## config.mk

```make
export PLATFORM = sky130hd
export DESIGN_NAME = lsu_7seg_scan
export DESIGN_NICKNAME = d
export VERILOG_FILES = /design/src/rtl/lsu_7seg_scan_pkg.sv /design/src/rtl/lsu_scan_counter.sv /design/src/rtl/lsu_7seg_scan.sv
export SDC_FILE = /design/constraint.sdc
export NUM_CORES = 1
export LEC_CHECK = 0
export CAP_MARGIN = 20
export CELL_PAD_IN_SITES_DETAIL_PLACEMENT = 0
export CELL_PAD_IN_SITES_GLOBAL_PLACEMENT = 1
export CORE_ASPECT_RATIO = 1.2
export CORE_MARGIN = 10
export CORE_UTILIZATION = 43
export DETAILED_ROUTE_END_ITERATION = 16
export GPL_ROUTABILITY_DRIVEN = 1
export PLACE_DENSITY_LB_ADDON = 0.15
export SYNTH_ARGS = -nofsm -noshare
export SYNTH_HDL_FRONTEND = slang
export SYNTH_SLANG_ARGS = --single-unit
```

## constraint.sdc

```tcl
create_clock -name i_clk -period 6.3 [get_ports i_clk]
set_input_delay 0.945 -clock i_clk [delete_from_list [all_inputs] [get_ports i_clk]]
set_output_delay 0.945 -clock i_clk [all_outputs]
set_load 0.01 [all_outputs]
```

## src/rtl/lsu_7seg_scan_pkg.sv

```systemverilog
// Shared types and constants for the LSU 7-segment display path.
package lsu_pkg;

   localparam logic [6:0] SEG_OFF    = 7'h7F;
   localparam int         NUM_DIGITS = 4;
   localparam int         IDX_W      = 2;

   typedef enum logic {
      PH_BLANK,
      PH_SHOW
   } phase_e;

   // Active-low one-hot digit enable for the given digit index.
   function automatic logic [NUM_DIGITS-1:0] dig_sel_n(input logic [IDX_W-1:0] idx);
      return ~(NUM_DIGITS'(1) << idx);
   endfunction

endpackage

```

## src/rtl/lsu_scan_counter.sv

```systemverilog
// Slot counter (0..DWELL-1) and digit index (0..3) with synchronous clear.
module lsu_scan_counter
   import lsu_pkg::*;
#(
   parameter int DWELL = 8,
   parameter int CW    = $clog2(DWELL)
) (
   input  logic             clk_i,
   input  logic             clr_i,
   output logic [CW-1:0]    cnt_o,
   output logic [IDX_W-1:0] idx_o,
   output logic             wrap_o,
   output logic             frame_start_o
);

   logic [CW-1:0]    cnt_q, cnt_d;
   logic [IDX_W-1:0] idx_q, idx_d;

   assign wrap_o        = (cnt_q == CW'(DWELL - 1));
   assign frame_start_o = (cnt_q == '0) && (idx_q == '0);
   assign cnt_o         = cnt_q;
   assign idx_o         = idx_q;

   always_comb begin
      cnt_d = cnt_q + CW'(1);
      idx_d = idx_q;
      if (wrap_o) begin
         cnt_d = '0;
         idx_d = idx_q + IDX_W'(1);
      end
   end

   always_ff @(posedge clk_i) begin
      if (clr_i) begin
         cnt_q <= '0;
         idx_q <= '0;
      end else begin
         cnt_q <= cnt_d;
         idx_q <= idx_d;
      end
   end

endmodule

```

## src/rtl/lsu_7seg_scan.sv

```systemverilog
// Time-multiplexed 7-segment scan driver: per-frame shadow capture, blank/show phases.
// state    | meaning
// PH_BLANK | anti-ghosting interval at slot start, all outputs dark
// PH_SHOW  | current digit driven (unless masked) until slot end
module lsu_7seg_scan
   import lsu_pkg::*;
#(
   parameter int DWELL = 50000,
   parameter int BLANK = 500
) (
   input  logic                  i_clk,
   input  logic                  i_reset,
   input  logic                  i_en,
   input  logic [6:0]            i_7seg0,
   input  logic [6:0]            i_7seg1,
   input  logic [6:0]            i_7seg2,
   input  logic [6:0]            i_7seg3,
   input  logic [NUM_DIGITS-1:0] i_dp,
   input  logic [NUM_DIGITS-1:0] i_blank_mask,
   output logic [6:0]            o_seg,
   output logic                  o_dp,
   output logic [NUM_DIGITS-1:0] o_dig,
   output logic                  o_frame
);

   localparam int CW = $clog2(DWELL);

   if ((DWELL < 2) || (DWELL > 65535) || (BLANK < 1) || (BLANK > DWELL - 1)) begin : g_bad_param
      $error("lsu_7seg_scan: DWELL/BLANK out of legal range");
   end

   logic [CW-1:0]    cnt;
   logic [IDX_W-1:0] idx;
   logic             wrap, frame_start;

   lsu_scan_counter #(.DWELL(DWELL), .CW(CW)) u_cnt (
      .clk_i         (i_clk),
      .clr_i         (i_reset | ~i_en),
      .cnt_o         (cnt),
      .idx_o         (idx),
      .wrap_o        (wrap),
      .frame_start_o (frame_start)
   );

   phase_e                          phase_q;
   logic [NUM_DIGITS-1:0][6:0]      code_q;
   logic [NUM_DIGITS-1:0]           dp_q, mask_q;
   logic [6:0]                      seg_q, seg_d;
   logic [NUM_DIGITS-1:0]           dig_q, dig_d;
   logic                            dp_out_q, dp_out_d;
   logic                            frame_q;

   always_comb begin
      seg_d    = SEG_OFF;
      dig_d    = '1;
      dp_out_d = 1'b1;
      if ((phase_q == PH_SHOW) && !mask_q[idx]) begin
         seg_d    = code_q[idx];
         dig_d    = dig_sel_n(idx);
         dp_out_d = ~dp_q[idx];
      end
   end

   always_ff @(posedge i_clk) begin
      if (i_reset) begin
         phase_q  <= PH_BLANK;
         code_q   <= {NUM_DIGITS{SEG_OFF}};
         dp_q     <= '0;
         mask_q   <= '1;
         seg_q    <= SEG_OFF;
         dig_q    <= '1;
         dp_out_q <= 1'b1;
         frame_q  <= 1'b0;
      end else if (!i_en) begin
         // Shadow deliberately holds so re-enable shows fresh capture only.
         phase_q  <= PH_BLANK;
         seg_q    <= SEG_OFF;
         dig_q    <= '1;
         dp_out_q <= 1'b1;
         frame_q  <= 1'b0;
      end else begin
         if (frame_start) begin
            code_q <= {i_7seg3, i_7seg2, i_7seg1, i_7seg0};
            dp_q   <= i_dp;
            mask_q <= i_blank_mask;
         end
         case (phase_q)
            PH_BLANK: if (cnt == CW'(BLANK - 1)) phase_q <= PH_SHOW;
            PH_SHOW:  if (wrap) phase_q <= PH_BLANK;
            default:  phase_q <= PH_BLANK;
         endcase
         seg_q    <= seg_d;
         dig_q    <= dig_d;
         dp_out_q <= dp_out_d;
         frame_q  <= wrap && (idx == IDX_W'(NUM_DIGITS - 1));
      end
   end

   assign o_seg   = seg_q;
   assign o_dig   = dig_q;
   assign o_dp    = dp_out_q;
   assign o_frame = frame_q;

endmodule

```

==> metrics.txt <==
outcome finished clean; post-CTS sizing 0; minimum clock period 2.24 ns; max-cap check violation count 0; slew margin rel. 47.4%; DIE WIDTH 95.7 um; FF/Latch Area 0.00136 mm2; CTS tree built; Worst Max-Slew Pin Slew 0.787 ns; Post-Synthesis Net Count 352; post-detail-place hpwl roughly 4200 um; syn_area_per_cell 9.64 um2; Final nets 399; Residual DRC 0; clk buf depth 2; wire per inst approximately 14 um; Setup Buffers After CTS 0; clock skew 0.00770 ns; fmax ~0.45 GHz; post-route ant nets 0; Leakage 1.38 nW; share of cells above drive strength 1 9.50%; GRT Total Usage ~12%; Async SR Flop Fraction 0%; initial antenna violation count 0; Warnings, synthesis 0; synthesis-stage register bit count between 60 and 70; Slew Viols, Final 0; worst vdd ir 139 uV; Netlist cell types 35; via count approximately 2200; Logic pwr share 9.1%; largest net degree at the start of global routing 75; Switch Pwr around 0.19 mW; Sw Share 22.1%; H-tree depth 3; pwr dens ~230 mW/mm2; Congestion Overflow GR 0; gpl congestion 0.782; register area share after synthesis 46.0%; Setup violations, final 0; vias in the first global route ~2200; DR pass1 iterations 3; root buf cell clkbuf_8; Final period util roughly 36%; setup_tns 0 ns; first-pass GRT wire length 10600 um; worst-path fanout max 32; clock group share of total power 38.5%; Setup WS pre-CTS 3.24 ns; area grow syn2layout 25.3%; total CTS buffers 9; multi-input logic area between 0.001 and 0.0015 mm2; CP endpoint kind flip-flop; die height 111 um; final setup margin 4.06 ns; clock-pin slew on the worst setup and hold paths 0.07 ns; Synth Flop Type dfxtp_1; Core Box Area 0.00677 mm2; Netlist Area Pre-Place 0.00296 mm2; CP Class in2reg; Final Hold Vio Count 0; Worst EP required 6.56 ns; via/cell ratio 4.90; CP Launch Type primary input; cells after synthesis 307; area of placed instances 0.00350 mm2; # IOs 52; WL final 6170 um; worst skew pair latency around 0.34 ns; effective utilization at floorplan approximately 44%; Post-synth EDFFs 0; unrepaired setup endpoints after global routing no; CTS sink count 68; number of fill cells about 670; antenna cells 0; Flop pwr share 52.3%; Hold-fix buffers, CTS 0; number of port buffers 51; Worst Path Arrival between 2 and 3 ns; P_int 0.677 mW; Final Cell Area roughly 0.0037 mm2; initial DRC count 61; HP Class reg2reg; Die ar. 0.0106 mm2; row cnt 33
==> synth_stat cells (6+ instances only) <==
cell type  count  area, um2
clkbuf_1      10       37.5
dfxtp_1       68       1360
ha_1           6       75.1
mux2i_1       36        360
mux4_2         9        203
nand2_1       13       48.8
nand2b_1       9       56.3
nor2_1        86        323
or3_1          7       43.8
xnor2_1        7       61.3
xor2_1         7       61.3
==> kinds of logic after synthesis <==
logic type               share of synthesized area [%]
buffers and inverters                             3.42
flip-flops                                        46.0
multiplexers                                      19.0
AND/OR/NAND/NOR                                   23.4
adder cells (fa/ha/maj)                           2.54
AO/OA/AOI/OAI                                     1.44
XOR/XNOR                                          4.14
==> power by group through the flow <==
| stage | combinational [mW] | clock [mW] | sequential, mW |
|---|---|---|---|
| 3_3_place_gp | 0.0781 | 0 | 0.465 |
| 5_1_grt | 0.0872 | 0.366 | 0.457 |
| 3_5_place_dp | 0.0791 | 0 | 0.465 |
| 4_1_cts | 0.0793 | 0.345 | 0.455 |
| 6_report | 0.0795 | 0.335 | 0.455 |
| 2_1_floorplan | 0.0488 | 0 | 0.462 |
==> routing by layer <==
layer / up-vias / track usage, % / routed length, um
met5: - / 0 / 0
met4: 0 / 5.32 / 81
met3: 6 / 5.15 / 356
met2: 37 / 18.8 / 3010
met1: 1006 / 14.7 / 2720
li1: 1133 / - / -
==> stage by stage <==
step / hold WS [ns] / power (mW) / cells / util, %
2_1_floorplan: 0.438 / 0.511 / 307 / -
3_3_place_gp: 0.458 / 0.543 / 429 / 51.7
3_5_place_dp: 0.463 / 0.544 / 429 / 51.7
4_1_cts: 0.479 / 0.880 / 444 / 54.5
5_1_grt: 0.517 / 0.910 / 445 / 54.7
6_report: 0.474 / 0.870 / 445 / 54.7
==> critical path, stage by stage <==
cell	delay [ns]
clkdlybuf4s50_1	0.50
nand2_1	0.06
nor3_1	0.11
and4_2	0.38
buf_12	0.27
mux2i_1	0.21
==> path summary, 6_finish.rpt <==
path | startpoint | end | slack [ns] | cells after the start
worst max-delay path | i_en | code_q[25] | 4.06 | 6
worst min-delay path | dp_q[3] | dp_q[3] | 0.47 | 2
worst min register to register | dp_q[3] | dp_q[3] | 0.47 | 2
worst max register to register | u_cnt.idx_o[0] | code_q[10] | 4.08 | 7
==> cell usage in the layout (no fill, tap or decap), types with 2 or more instances in the layout <==
cell type,synthesis,layout
nor3_1,2,2
xor2_1,7,7
or3_1,7,7
o21ai_0,2,2
inv_1,5,5
and4_2,1,2
mux2i_1,36,36
a21oi_1,2,2
nand3_1,5,5
nand2_1,13,13
dfxtp_1,68,68
nand4_1,5,5
and3_1,3,3
clkdlybuf4s50_1,0,50
xnor2_1,7,7
nor4_1,3,3
ha_1,6,6
clkbuf_8,0,13
mux4_2,9,9
and4_1,3,2
nor2_1,86,86
nand2b_1,9,9
or4_4,2,2
==> flip-flops by register name (all words and copies together), names as in the netlist <==
signal,cells
code_q,28
o_seg,7
dp_q,4
mask_q,4
o_frame,1
o_dig,4
o_dp,1
u_cnt.cnt_o,16
u_cnt.idx_o,2
phase_q,1
==> area by class of cell <==
cell class              instances  area share (%)
clock buffers                  14            4.93
clock inverters                 1           0.135
inverters                       5           0.506
multi-input cells             217            40.4
well taps                      87            2.94
repair buffers                 53            14.4
flip-flops and latches         68            36.7
No activity file was read; power rests on OpenSTA's default activity.
==> edit, RTL diff (same settings) <==
The parameter `DWELL` goes from 50000 to 25000.
--- a/src/rtl/lsu_7seg_scan.sv
+++ b/src/rtl/lsu_7seg_scan.sv
@@ -5,7 +5,7 @@
 module lsu_7seg_scan
    import lsu_pkg::*;
 #(
-   parameter int DWELL = 50000,
+   parameter int DWELL = 25000,
    parameter int BLANK = 500
 ) (
    input  logic                  i_clk,
Check against the original RTL: no difference found for any inputs over 10 cycles, from zero or initial values and one cycle with i_reset high; that may be too few to reach the edited logic, so the function may still have changed.
==> edit against the original RTL <==
Final area decreased by 3.6%; largest cell class unchanged; setup slack got worse by 0.34 ns; critical path type unchanged; hold slack hardly changed; critical endpoint is now code_q[22]; combinational power increased by 1%; sequential cell count down 1; sequential power shrank 2%; register-to-register slack lost 0.16 ns; core utilization is 1.0 points higher; cell count decreased by 11%; area after synthesis down 4.4%; wire length fell by 5.6%; via count shrank 11%; power down 0.77%.
==> edit: results (changes against the original RTL) <==
stage,metric,value,unit,change
synth,Synth Area in Compound Gates,0.177,%,-1.3 points
setup_path,Worst path slowest cell,buf_4,,
placement,Placed Cells,381,,-11%
run_status,outcome,"complete, no violations",,
synth,Synth area leaders,"dfxtp_1, mux2i_1, nand2b_1, mux4_2, nor2_1",,
synth,Synth top cells by count,"dfxtp_1, mux2i_1, nand2b_1, nor2_1",,
layout,# diodes,0,,unchanged
global_routing,vias in the first global route,1964,,-13%
setup_path,worst path arrival time,2.80,ns,+0.30 ns
setup_path,critical path's largest stage delay,0.55,ns,+0.05 ns
route,DR WL/cell,14.7,um,+5.8%
setup_path,CP Max Fanout,36,,+13%
synth,mux contribution to synthesized area,20.3,%,+1.2 points
layout,number of fill cells,603,,-9.7%
route,WL met3,341,um,-4.2%
synth,Syn Inst Count,257,,-16%
sta,PnR worst setup slack,3.72,ns,-0.337 ns
synth,XOR/XNOR Fraction of Synth Area,4.33,%,+0.19 points
sta,hold slack,0.474,ns,-0.0000830 ns
route,DRT Pass-1 Iters,4,,+1
placement,GP Congestion,0.759,,-3.0%
global_routing,largest net degree at the start of global routing,39,,-48%
hold_path,Hold Startpoint,code_q[16],,
global_routing,initial antenna violation count,0,,unchanged
route,DRT iter0 DRCs,52,,-15%
placement,DP Wirelength,4.07,mm,-4.1%
layout,share of cells above drive strength 1,9.29,%,-0.20 points
layout,Final #Nets,353,,-12%
synth,Synth Area in Adders,2.65,%,+0.12 points
global_routing,first-pass GRT wire length,9.54,mm,-9.6%
sta,Rel. slew slack,48.3,%,+0.88 points
global_routing,GR Util All Layers,11.9,%,-0.48 points
layout,"non-filler cells, final",397,,-11%
hold_path,worst min path class,flip-flop to flip-flop,,
placement,cell area after placement,0.00336,sq mm,-3.9%
setup_path,FF-to-FF setup slack,3.92,ns,-0.16 ns
sta,Post-Route Skew,0.0115,ns,+0.00385 ns
synth,"Seq/Total Area, Yosys",47.4,%,+1.4 points
setup_path,worst r2r src,u_cnt.idx_o[0],,
power,Lkg Pwr,1.28,nW,-6.7%
layout,register area,0.00134,sq mm,-1.5%
placement,pre-CTS WS,3.12,ns,-0.119 ns
synth,Synth Net Count,302,,-14%
route,M1 wire length,2.75,mm,+1.2%
hold_path,Hold Path End,code_q[16],,
route,vias per cell,4.89,,-0.34%
power,VDD IR-drop max,123,uV,-12%
setup_path,reg2reg end,code_q[22],,
placement,Buffers on Ports,51,,unchanged
power,Psw,0.000194,W,+0.62%
synth,synth unique cells,31,,-11%
route,DR WL met2,2.65,mm,-12%
## edit: changes by cell type after synthesis, moves of 3 or more
cell	unedited run	this run
clkbuf_1	10	7
nand2b_1	9	35
xor2_1	7	4
nor2_1	86	24
xnor2_1	7	10
nand2_1	13	10
## edit: power by group through the flow
stage / Clock [W] / Sequential, W / Combinational (W)
after floorplan: 0 / 0.000455 / 0.0000526
final: 0.000334 / 0.000448 / 0.0000804
after global routing: 0.000367 / 0.000450 / 0.0000877
after CTS: 0.000343 / 0.000448 / 0.0000797
after global placement: 0 / 0.000457 / 0.0000786
after detailed placement: 0 / 0.000458 / 0.0000793
## edit: routing by layer
metal	GRT usage, %	vias up
li1	-	985
met1	14.8	903
met2	18.2	46
met3	4.20	6
met4	4.89	0
met5	0	-
## edit: cell type report
type                       instances  share of cell area [%]
multi-input combinational        170                    38.4
sequential                        67                    37.5
timing repair buffer              53                    15.3
clock buffer                      10                    3.57
tap                               85                    2.98
clock inverter                     5                    1.54
inverter                           7                   0.735
